--- src/rtl/bch15_syndrome_calc.sv ---
// Syndrome calculator for the binary BCH(15,7) t=2 code over GF(2^4), p(x)=x^4+x+1.
// Evaluates r(x) at alpha, alpha^2, alpha^3 each cycle and registers the results (1-cycle latency).
module bch15_syndrome_calc (
    input  logic        clk,
    input  logic        rst,
    input  logic [14:0] codeword,
    output logic [3:0]  S1,
    output logic [3:0]  S2,
    output logic [3:0]  S3
);

    localparam int unsigned N = 15;

    // Polynomial-basis value of alpha^e (b3..b0), exponent reduced mod 15.
    function automatic logic [3:0] alpha_pow(input int unsigned e);
        logic [3:0] v;
        v = 4'b0001;
        case (e % N)
            0:  v = 4'b0001;
            1:  v = 4'b0010;
            2:  v = 4'b0100;
            3:  v = 4'b1000;
            4:  v = 4'b0011;
            5:  v = 4'b0110;
            6:  v = 4'b1100;
            7:  v = 4'b1011;
            8:  v = 4'b0101;
            9:  v = 4'b1010;
            10: v = 4'b0111;
            11: v = 4'b1110;
            12: v = 4'b1111;
            13: v = 4'b1101;
            14: v = 4'b1001;
            default: v = 4'b0001;
        endcase
        return v;
    endfunction

    // Constant-exponent evaluation: every bit position gates one fixed column.
    function automatic logic [3:0] eval_at(input logic [14:0] r, input int unsigned k);
        logic [3:0] acc;
        acc = 4'b0000;
        for (int unsigned i = 0; i < N; i++) begin
            if (r[i]) acc = acc ^ alpha_pow(k * i);
        end
        return acc;
    endfunction

    logic [3:0] s1_d, s2_d, s3_d;
    logic [3:0] s1_q, s2_q, s3_q;

    // NOTE: every always_comb output gets a value on all paths so no latch is inferred.
    always_comb begin
        s1_d = eval_at(codeword, 1);
        s2_d = eval_at(codeword, 2);
        s3_d = eval_at(codeword, 3);
    end

    // NOTE: sequential state uses non-blocking assignments so all three registers update together.
    always_ff @(posedge clk or posedge rst) begin
        if (rst) begin
            s1_q <= 4'b0000;
            s2_q <= 4'b0000;
            s3_q <= 4'b0000;
        end else begin
            s1_q <= s1_d;
            s2_q <= s2_d;
            s3_q <= s3_d;
        end
    end

    assign S1 = s1_q;
    assign S2 = s2_q;
    assign S3 = s3_q;

endmodule

--- config.mk ---
export PLATFORM = sky130hd
export DESIGN_NAME = bch15_syndrome_calc
export DESIGN_NICKNAME = d
export VERILOG_FILES = /design/src/rtl/bch15_syndrome_calc.sv
export SDC_FILE = /design/constraint.sdc
export NUM_CORES = 1
export LEC_CHECK = 0
export BUFFER_PORTS_ARGS = -buffer_cell sky130_fd_sc_hd__buf_4
export CORE_MARGIN = 2
export CORE_UTILIZATION = 49
export CTS_CLUSTER_DIAMETER = 50
export DETAILED_ROUTE_END_ITERATION = 6
export PLACE_DENSITY = 0.82
export SYNTH_ARGS = -nofsm -noshare
export SYNTH_HDL_FRONTEND = slang
export SYNTH_SLANG_ARGS = --single-unit
export TNS_END_PERCENT = 10
--- constraint.sdc ---
create_clock -name clk -period 1.3 [get_ports clk]
set_input_delay 0 -clock clk [delete_from_list [all_inputs] [get_ports clk]]
set_output_delay 0 -clock clk [all_outputs]
set_load 0.005 [all_outputs]
==> results by group, run 1 <==
GRT
  – Tot GR Track Use: 0.155
  – Largest net degree at the start of global routing: 11
  – Total grt overflow: 0
  – First-pass GRT wire length: 2.06 mm
  – Vias in the first global route: between 400 and 500
  – Initial antenna violation count: 0

Setup path
  – CP Data Arrival Time: 1100 ps
  – Startpoint Class: input pin
  – CP endpoint kind: flop
  – Worst-path fanout max: 4
  – Worst path top cell family by delay: XOR/XNOR gates
  – CP Data Required Time: 1430 ps
  – Cell at the slowest stage of the critical path: xnor3_2
  – Critical path's most frequent cell: xnor3_2
  – Crit path buf inv count: 1
  – Critical path, cell by cell: buf_4 > xnor3_2 > xnor3_2 > xnor2_1
  – Largest stage delay, worst path: 460 ps
  – CP Class: in -> reg

Yosys
  – Synth Area per Inst: 15.3 µm²
  – Post-synth cell types: 9
  – Top-area cell type share of the netlist area: 0.364
  – Post-synth top area cell: dfrtp_1
  – Mapped Area: ~700 µm²
  – Syn nets: 62
  – Post-synthesis sequential area ratio: 0.364
  – Cells after Synth: 45
  – Ranking of synthesized cells by area: dfrtp_1 36%, xnor2_1 20%, xnor3_1 16%
  – Yosys warns: 0
  – Yosys reg bits: 10

Hold path
  – Hold Path Cell Cnt: 3
  – Hold Path End: S3[0]$_DFF_PP0_
  – Hold crit path type: in -> reg
  – Hold Crit Start: codeword[0]

Run status
  – Run status: finished, final reports clean

Clocking
  – Htree depth: 1
  – Sink Count: 10
  – Setup Buffers After CTS: 0
  – Clock buffer depth: 2
  – Clock buffer count from CTS: 3
  – Clock root cell: clkbuf_4
  – # hold bufs at CTS: 2
  – TritonCTS clock tree: yes
  – # resized after CTS: 0
  – Clk pin slew, worst setup/hold paths: 60 ps

Cells and area
  – Post-layout instance area: 952 µm²
  – Commonest non-fill, non-tap cell in the layout: buf_4
  – Layout cell share with drive strength beyond 1: 0.494
  – # diodes: 0
  – Area delta synth->final: 38.4%
  – Most frequent cells in the layout: 29 x buf_4, 16 x xnor2_1, 10 x dfrtp_1, 5 x xor2_1, 5 x xnor3_1
  – Post-layout util: 0.732
  – Final #Nets: 96

Floorplan
  – Die area: 1720 µm²
  – Io pins: 29
  – Core box area: 1300 µm²
  – Die height: 41.5 µm
  – Site Rows: 13
  – Die Wd: 41.5 µm
  – Initial Util: 0.529

STA
  – Min cycle time layout: ~970 ps
  – Period utilization: 0.745
  – Slew margin rel.: 0.766
  – Max-slew violation count: 0
  – Slew @ Worst Pin: approximately 350 ps
  – RSZ-0062 raised after global routing: no
  – Total negative slack: 0 ps
  – Fin. Hold Viols: 0
  – Setup-failing EPs final: 0
  – Max Clk Rate: 1030 MHz

Route
  – DRC: 0
  – Post-route ant nets: 0
  – WL final: 1.13 mm
  – Vias per std cell: 4.37
  – Post-DR wirelength/cell: 12.2 µm
  – Starting DRT DRC Count: 3
  – 1st-pass router iterations: 2
  – Detailed-route via count: 402

Power and ir drop
  – Worst vdd rail ir drop: 0.667 mV
  – Pwr/cell area: 1360 nW/µm²
  – Lkg Pwr: 0.480 nW

Place
  – Detail Placement HPWL: 991 µm
  – I/O Buffers: 28
  – RD Place Congestion: 0.837
  – Area post-placement: 910 µm²

Flow run
  – Max-cap violations: 0
## per-stage QoR
step           setup WS [ps]  instances  hold WS (ps)  power, mW
2_1_floorplan            245         45          -160      0.829
3_3_place_gp             102         87         -5.86       1.11
3_5_place_dp            61.7         87         -9.96       1.12
4_1_cts                  330         92          64.6       1.31
5_1_grt                  297         92          84.4       1.38
6_report                 332         92          76.0       1.30
## cell usage after synthesis
master,count
inv_1,1
xor2_2,3
xnor3_4,1
buf_4,2
xnor3_2,2
dfrtp_1,10
xnor3_1,5
xor2_1,5
xnor2_1,16
## final cells by class
type / instances / area (µm²)
fillers: 101 / 349
well taps: 15 / 18.8
inverters: 1 / 3.75
multi-input cells: 32 / 419
flip-flops and latches: 10 / 250
clock buffers: 3 / 22.5
repair buffers: 31 / 238
## worst max-delay path by stage
| stage | start | end | slack [ps] | depth (start not counted) |
|---|---|---|---|---|
| 2_1_floorplan | codeword[9] | S3[3]$_DFF_PP0_ | 240 | 3 |
| 3_3_place_gp | codeword[9] | S3[3]$_DFF_PP0_ | 100 | 4 |
| 3_5_place_dp | codeword[9] | S3[3]$_DFF_PP0_ | 60 | 4 |
| 4_1_cts | codeword[9] | S3[3]$_DFF_PP0_ | 330 | 4 |
| 5_1_grt | codeword[9] | S3[3]$_DFF_PP0_ | 300 | 4 |
| 6_report | codeword[9] | S3[3]$_DFF_PP0_ | 330 | 4 |
## routing by layer
layer,wire length (µm),global-route usage,share of wire
met5,0,0,0
met4,0,0.0839,0
met3,65,0.0217,0.058
met2,650,0.281,0.58
met1,409,0.173,0.36
## report_power, final
part           internal [mW]  switching (mW)  leakage, nW
registers              0.431          0.0369        0.117
logic                  0.414           0.226        0.350
clock network          0.105          0.0812       0.0138
total                  0.951           0.344        0.480
## sequential cells by signal (all words and copies together), names as in the netlist
register	cells
S1	2
S2	4
S3	4
## kinds of logic (layout without fill, tap and decap cells)
| kind of cell | count (synthesis) | after routing | synth area share |
|---|---|---|---|
| buf+inv | 3 | 35 | 0.0273 |
| xor+xnor | 32 | 32 | 0.609 |
| flops | 10 | 10 | 0.364 |
No activity file was read; power rests on OpenSTA's default activity.
==> run 2: changes to the inputs <==
Settings changed: CORE_UTILIZATION 49 to 46, PLACE_DENSITY 0.82 to 0.77.
Clock period 1.3 ns to 0.9 ns, I/O delays scaled along.
==> run 2 against run 1 <==
Effect of this change:
- critical path type unchanged
- non-clock buffer count grew 13
- clock power grew 48%
- utilization grew 4.4 points
- wire length grew 11%
- combinational power grew 55%
- sequential share of layout area shrank 2.4 points
==> results by group, run 2 (same netlist as run 1, synthesis figures left out) <==
Cells and area
  – Area delta synth->final: 52.2% (was 38.4%)
  – Final #Nets: 109 (was 96)
  – # diodes: 0 (unchanged)
  – Layout cell share with drive strength beyond 1: 0.578 (was 0.494)
  – Non-Filler Instances: 105 (was 92)
  – Commonest non-fill, non-tap cell in the layout: buf_4 (unchanged)
  – # fillers: 90 (was 101)
  – Most frequent cells in the layout: 43 x buf_4, 16 x xnor2_1, 10 x dfrtp_1, 5 x xor2_1, 5 x xnor3_1 (was 29 x buf_4, 16 x xnor2_1, 10 x dfrtp_1, 5 x xor2_1, 5 x xnor3_1)

Run status
  – Run status: finished, final reports clean (unchanged)

STA
  – Total negative slack: 0 ps (unchanged)
  – Fin. Hold Viols: 0 (unchanged)
  – RSZ-0062 raised after global routing: no (unchanged)
  – Period utilization: 0.978
  – Setup-failing EPs final: 0 (unchanged)
  – Slew margin rel.: 0.760 (was 0.766)
  – Max-slew violation count: 0 (unchanged)
  – Max Clk Rate: 1140 MHz
  – Slew @ Worst Pin: 359 ps (was 350 ps)
  – Min cycle time layout: 880 ps
  – Setup ws final: 19.7 ps (was 332 ps)

Setup path
  – CP Class: in -> reg (unchanged)
  – CP Data Arrival Time: 1010 ps (was 1100 ps)
  – CP Data Required Time: 1030 ps (was 1430 ps)
  – CP endpoint kind: flop (unchanged)
  – Startpoint Class: input pin (unchanged)
  – Worst-path fanout max: 2 (was 4)

Power and ir drop
  – Pwr/cell area: 1860 nW/µm² (was 1360 nW/µm²)
  – Lkg Pwr: 0.543 nW (was 0.480 nW)
  – Pwr Total: 1.95 mW (was 1.30 mW)
  – Worst vdd rail ir drop: 1.06 mV (was 0.667 mV)

Route
  – Detailed-route via count: 455 (was 402)
  – Post-route ant nets: 0 (unchanged)
  – Post-DR wirelength/cell: 11.9 µm (was 12.2 µm)
  – 1st-pass router iterations: 4 (was 2)
  – DRC: 0 (unchanged)
  – Vias per std cell: 4.33 (was 4.37)
  – WL final: 1.25 mm (was 1.13 mm)
  – Starting DRT DRC Count: 4 (was 3)

Floorplan
  – Io pins: 29 (unchanged)
  – Die Wd: 42.7 µm (was 41.5 µm)
  – Core box area: 1350 µm² (was 1300 µm²)
  – Die height: 42.7 µm (was 41.5 µm)
  – Die area: 1820 µm² (was 1720 µm²)
  – Initial Util: 0.510 (was 0.529)
  – Site Rows: 13 (unchanged)

Clocking
  – Clock buffer count from CTS: 3 (unchanged)
  – Htree depth: 1 (unchanged)
  – Sink Count: 10 (unchanged)
  – Clk pin slew, worst setup/hold paths: 60 ps (about the same)
  – Clock root cell: clkbuf_4 (unchanged)
  – Setup Buffers After CTS: 0 (unchanged)
  – Clock buffer depth: 2 (unchanged)
  – TritonCTS clock tree: yes (unchanged)

GRT
  – Initial antenna violation count: 0 (unchanged)
  – Total grt overflow: 0 (unchanged)
  – First-pass GRT wire length: 2.10 mm (was 2.06 mm)
  – Largest net degree at the start of global routing: 11 (unchanged)
  – Tot GR Track Use: 0.152 (was 0.155)
  – Vias in the first global route: 494 (was 461)

Place
  – RD Place Congestion: 0.737 (was 0.837)
  – Pre-CTS setup slack: -251 ps (was 61.7 ps)
  – Placed insts: 101 (was 87)
  – I/O Buffers: 28 (unchanged)

Hold path
  – Hold crit path type: in -> reg (unchanged)

Flow run
  – Max-cap violations: 0 (unchanged)
-- run 2: changes by cell type in the layout (fill, tap and decap cells not counted) --
cell           previous run  this run
dlygate4sd3_1             2         1
buf_4                    29        43
-- run 2: metrics by stage --
| stage | instance area, µm² | hold WS [ps] | util |
|---|---|---|---|
| global placement | 1010 | -11.0 | 0.752 |
| finish | 1050 | 74.7 | 0.776 |
| global route | 1050 | 81.6 | 0.776 |
| detailed placement | 1010 | -2.16 | 0.752 |
| CTS | 1050 | 76.4 | 0.776 |
| floorplan | 688 | -160 | - |
-- run 2: report_power, final --
group          leakage (nW)  internal, mW  switching [mW]
combinational         0.413         0.655           0.341
clock                0.0138         0.153           0.123
sequential            0.117         0.623          0.0536
-- run 2: what timing repair did --
action	CTS	global route
setup endpoints to repair	0	0
resized for setup	0	0
endpoints found under the hold margin	10	0
hold buffers	1	0
-- run 2: path summary, 6_finish.rpt --
| path | from | cells after the start | slack [ps] | end |
|---|---|---|---|---|
| setup / recovery | codeword[2] | 4 | 20 | S3[3]$_DFF_PP0_ |
| hold / removal | codeword[9] | 3 | 70 | S3[1]$_DFF_PP0_ |
| max in group asynchronous | rst | 3 | 360 | S1[1]$_DFF_PP0_ |
| min in group asynchronous | rst | 3 | 280 | S1[0]$_DFF_PP0_ |
-- run 2: area by class of cell --
| class | count | area, µm² | share of cell area |
|---|---|---|---|
| sequential | 10 | 250 | 0.239 |
| multi-input combinational | 32 | 419 | 0.400 |
| inverter | 1 | 3.75 | 0.00358 |
| tap | 15 | 18.8 | 0.0179 |
| clock buffer | 3 | 22.5 | 0.0215 |
| timing repair buffer | 44 | 333 | 0.318 |
-- run 2: routing by layer --
layer,part of all wire,wire length (µm),GRT usage
met2,0.54,676,0.288
met5,0,0,0
met3,0.043,54,0.0128
met4,0,0,0.0375
met1,0.41,516,0.183
-- run 2: worst max-delay path, stage by stage --
cell	delay, ps
buf_4	120
xnor2_1	270
xnor3_2	500
xnor2_1	130
==> run 3: changes to the inputs <==
Settings changed: SETUP_SLACK_MARGIN from default to 0.02.
==> run 3 against run 2 <==
Effect of this change:
- sequential share of layout area down 0.17 points
- die area unchanged
- hold slack unchanged
- final area up 0.72%
- utilization up 0.56 points
- sequential power about the same
- power up 0.21%
- count of clock-buffer cells in the layout unchanged
- clock power about the same
- critical path depth unchanged
- non-clock buffer count unchanged
- critical path type unchanged
==> results by group, run 3 (same netlist as run 1, synthesis figures left out) <==
Run status
  – Run status: finished, final reports clean (unchanged)

STA
  – RSZ-0062 raised after global routing: yes (was no)
  – Period utilization: 0.949 (was 0.978)
  – Min cycle time layout: 854 ps (was 880 ps)
  – Setup-failing EPs final: 0 (unchanged)
  – Slew margin rel.: 0.760 (unchanged)
  – Slew @ Worst Pin: 359 ps (unchanged)
  – Max Clk Rate: 1170 MHz (was 1140 MHz)
  – Fin. Hold Viols: 0 (unchanged)
  – Max-slew violation count: 0 (unchanged)

Power and ir drop
  – Pwr Total: 1.95 mW (about the same)
  – Worst vdd rail ir drop: 1.06 mV (about the same)
  – Lkg Pwr: 0.549 nW (was 0.543 nW)
  – Pwr/cell area: 1850 nW/µm² (was 1860 nW/µm²)

Route
  – DRC: 0 (unchanged)
  – WL final: 1.24 mm (was 1.25 mm)
  – Vias per std cell: 4.34 (was 4.33)
  – Post-route ant nets: 0 (unchanged)
  – 1st-pass router iterations: 4 (unchanged)
  – Post-DR wirelength/cell: 11.8 µm (was 11.9 µm)
  – Starting DRT DRC Count: 4 (unchanged)
  – Detailed-route via count: 456 (was 455)

Cells and area
  – Most frequent cells in the layout: 43 x buf_4, 15 x xnor2_1, 10 x dfrtp_1, 5 x xor2_1, 5 x xnor3_1 (was 43 x buf_4, 16 x xnor2_1, 10 x dfrtp_1, 5 x xor2_1, 5 x xnor3_1)
  – # diodes: 0 (unchanged)
  – Non-Filler Instances: 105 (unchanged)
  – Commonest non-fill, non-tap cell in the layout: buf_4 (unchanged)
  – Area delta synth->final: 53.3% (was 52.2%)
  – # fillers: 89 (was 90)
  – Final #Nets: 109 (unchanged)
  – Layout cell share with drive strength beyond 1: 0.589 (was 0.578)
  – Post-layout instance area: 1050 µm² (about the same)

Place
  – RD Place Congestion: 0.737 (unchanged)
  – Placed insts: 101 (unchanged)
  – I/O Buffers: 28 (unchanged)
  – Area post-placement: 1010 µm² (unchanged)

Floorplan
  – Io pins: 29 (unchanged)
  – Die Wd: 42.7 µm (unchanged)
  – Die height: 42.7 µm (unchanged)
  – Site Rows: 13 (unchanged)
  – Initial Util: 0.510 (unchanged)
  – Die area: 1820 µm² (unchanged)
  – Core box area: 1350 µm² (unchanged)

Setup path
  – CP Data Required Time: 1020 ps (was 1030 ps)
  – Crit path buf inv count: 1 (unchanged)
  – Worst-path fanout max: 3 (was 2)
  – Worst path top cell family by delay: XOR/XNOR gates (unchanged)
  – Critical path, cell by cell: buf_4 > xor2_1 > xnor3_1 > xnor3_1 (was buf_4 > xnor2_1 > xnor3_2 > xnor2_1)
  – Startpoint Class: input pin (unchanged)
  – CP Data Arrival Time: 980 ps (was 1010 ps)
  – Critical path's most frequent cell: xnor3_1 (was xnor2_1)
  – Cell at the slowest stage of the critical path: xnor3_1 (was xnor3_2)
  – CP endpoint kind: flop (unchanged)
  – CP Class: in -> reg (unchanged)
  – Largest stage delay, worst path: 330 ps (was 500 ps)

Hold path
  – Hold Crit Start: codeword[9] (unchanged)
  – Hold Path End: S3[1]$_DFF_PP0_ (unchanged)
  – Hold crit path type: in -> reg (unchanged)
  – Hold Path Cell Cnt: 3 (unchanged)

GRT
  – Total grt overflow: 0 (unchanged)
  – Tot GR Track Use: 0.152 (unchanged)
  – Largest net degree at the start of global routing: 11 (unchanged)
  – First-pass GRT wire length: 2.10 mm (unchanged)
  – Initial antenna violation count: 0 (unchanged)
  – Vias in the first global route: 494 (unchanged)

Clocking
  – Clock buffer depth: 2 (unchanged)
  – Htree depth: 1 (unchanged)
  – Sink Count: 10 (unchanged)
  – Clock root cell: clkbuf_4 (unchanged)
  – TritonCTS clock tree: yes (unchanged)
  – Clock buffer count from CTS: 3 (unchanged)
  – Clk pin slew, worst setup/hold paths: 60 ps (about the same)

Flow run
  – Max-cap violations: 0 (unchanged)
## run 3: cell counts in the layout (fill, tap and decap cells not counted)
Identical to the previous run, type by type.
## run 3: report_power, final
| group | internal [mW] | switching (mW) |
|---|---|---|
| registers | 0.623 | 0.0536 |
| logic | 0.658 | 0.342 |
| clock network | 0.153 | 0.123 |
## run 3: tightest hold or removal path, stage by stage
cell	delay, ps
buf_4	100
buf_4	110
xnor2_1	60
## run 3: per-layer routing
layer	track usage	part of all wire	vias to the layer above	routed length [µm]
li1	-	-	231	-
met1	0.183	0.41	209	510
met2	0.288	0.54	16	676
met3	0.0128	0.044	0	54
met4	0.0375	0	0	0
met5	0	0	-	0
## run 3: timing repair
item | 4_1_cts | 5_1_grt
buffers inserted | 0 | 0
gates resized for setup | 0 | 1
hold buffers | 1 | 0
hold endpoints to repair | 10 | 0
endpoints found under the setup margin | 0 | 2
## run 3: area by class of cell
class                           count  area, µm²  share of cell area
Clock buffer                        3       22.5              0.0214
Inverter                            1       3.75             0.00356
Timing Repair Buffer               44        333               0.316
Tap cell                           15       18.8              0.0178
Multi-Input combinational cell     32        427               0.405
Sequential cell                    10        250               0.237
## run 3: worst max-delay path by stage
stage                           end  slack (ps)  cells past startpoint          from
global route        S2[0]$_DFF_PP0_           6                      4  codeword[14]
floorplan           S3[3]$_DFF_PP0_         -10                      3  codeword[11]
finish              S2[0]$_DFF_PP0_          50                      4  codeword[14]
global placement    S3[3]$_DFF_PP0_        -210                      4   codeword[2]
detailed placement  S3[3]$_DFF_PP0_        -250                      4   codeword[2]
CTS                 S3[3]$_DFF_PP0_          20                      4   codeword[2]
## run 3: stage by stage
stage          setup TNS, ps  hold slack (ps)   util  setup slack, ps
3_5_place_dp           -1350            -2.16  0.752             -251
2_1_floorplan          -10.4             -160      -            -10.4
6_report                   0             74.7  0.781             45.6
4_1_cts                    0             76.4  0.776             21.1
3_3_place_gp           -1110            -11.0  0.752             -207
5_1_grt                    0             81.6  0.781             6.48
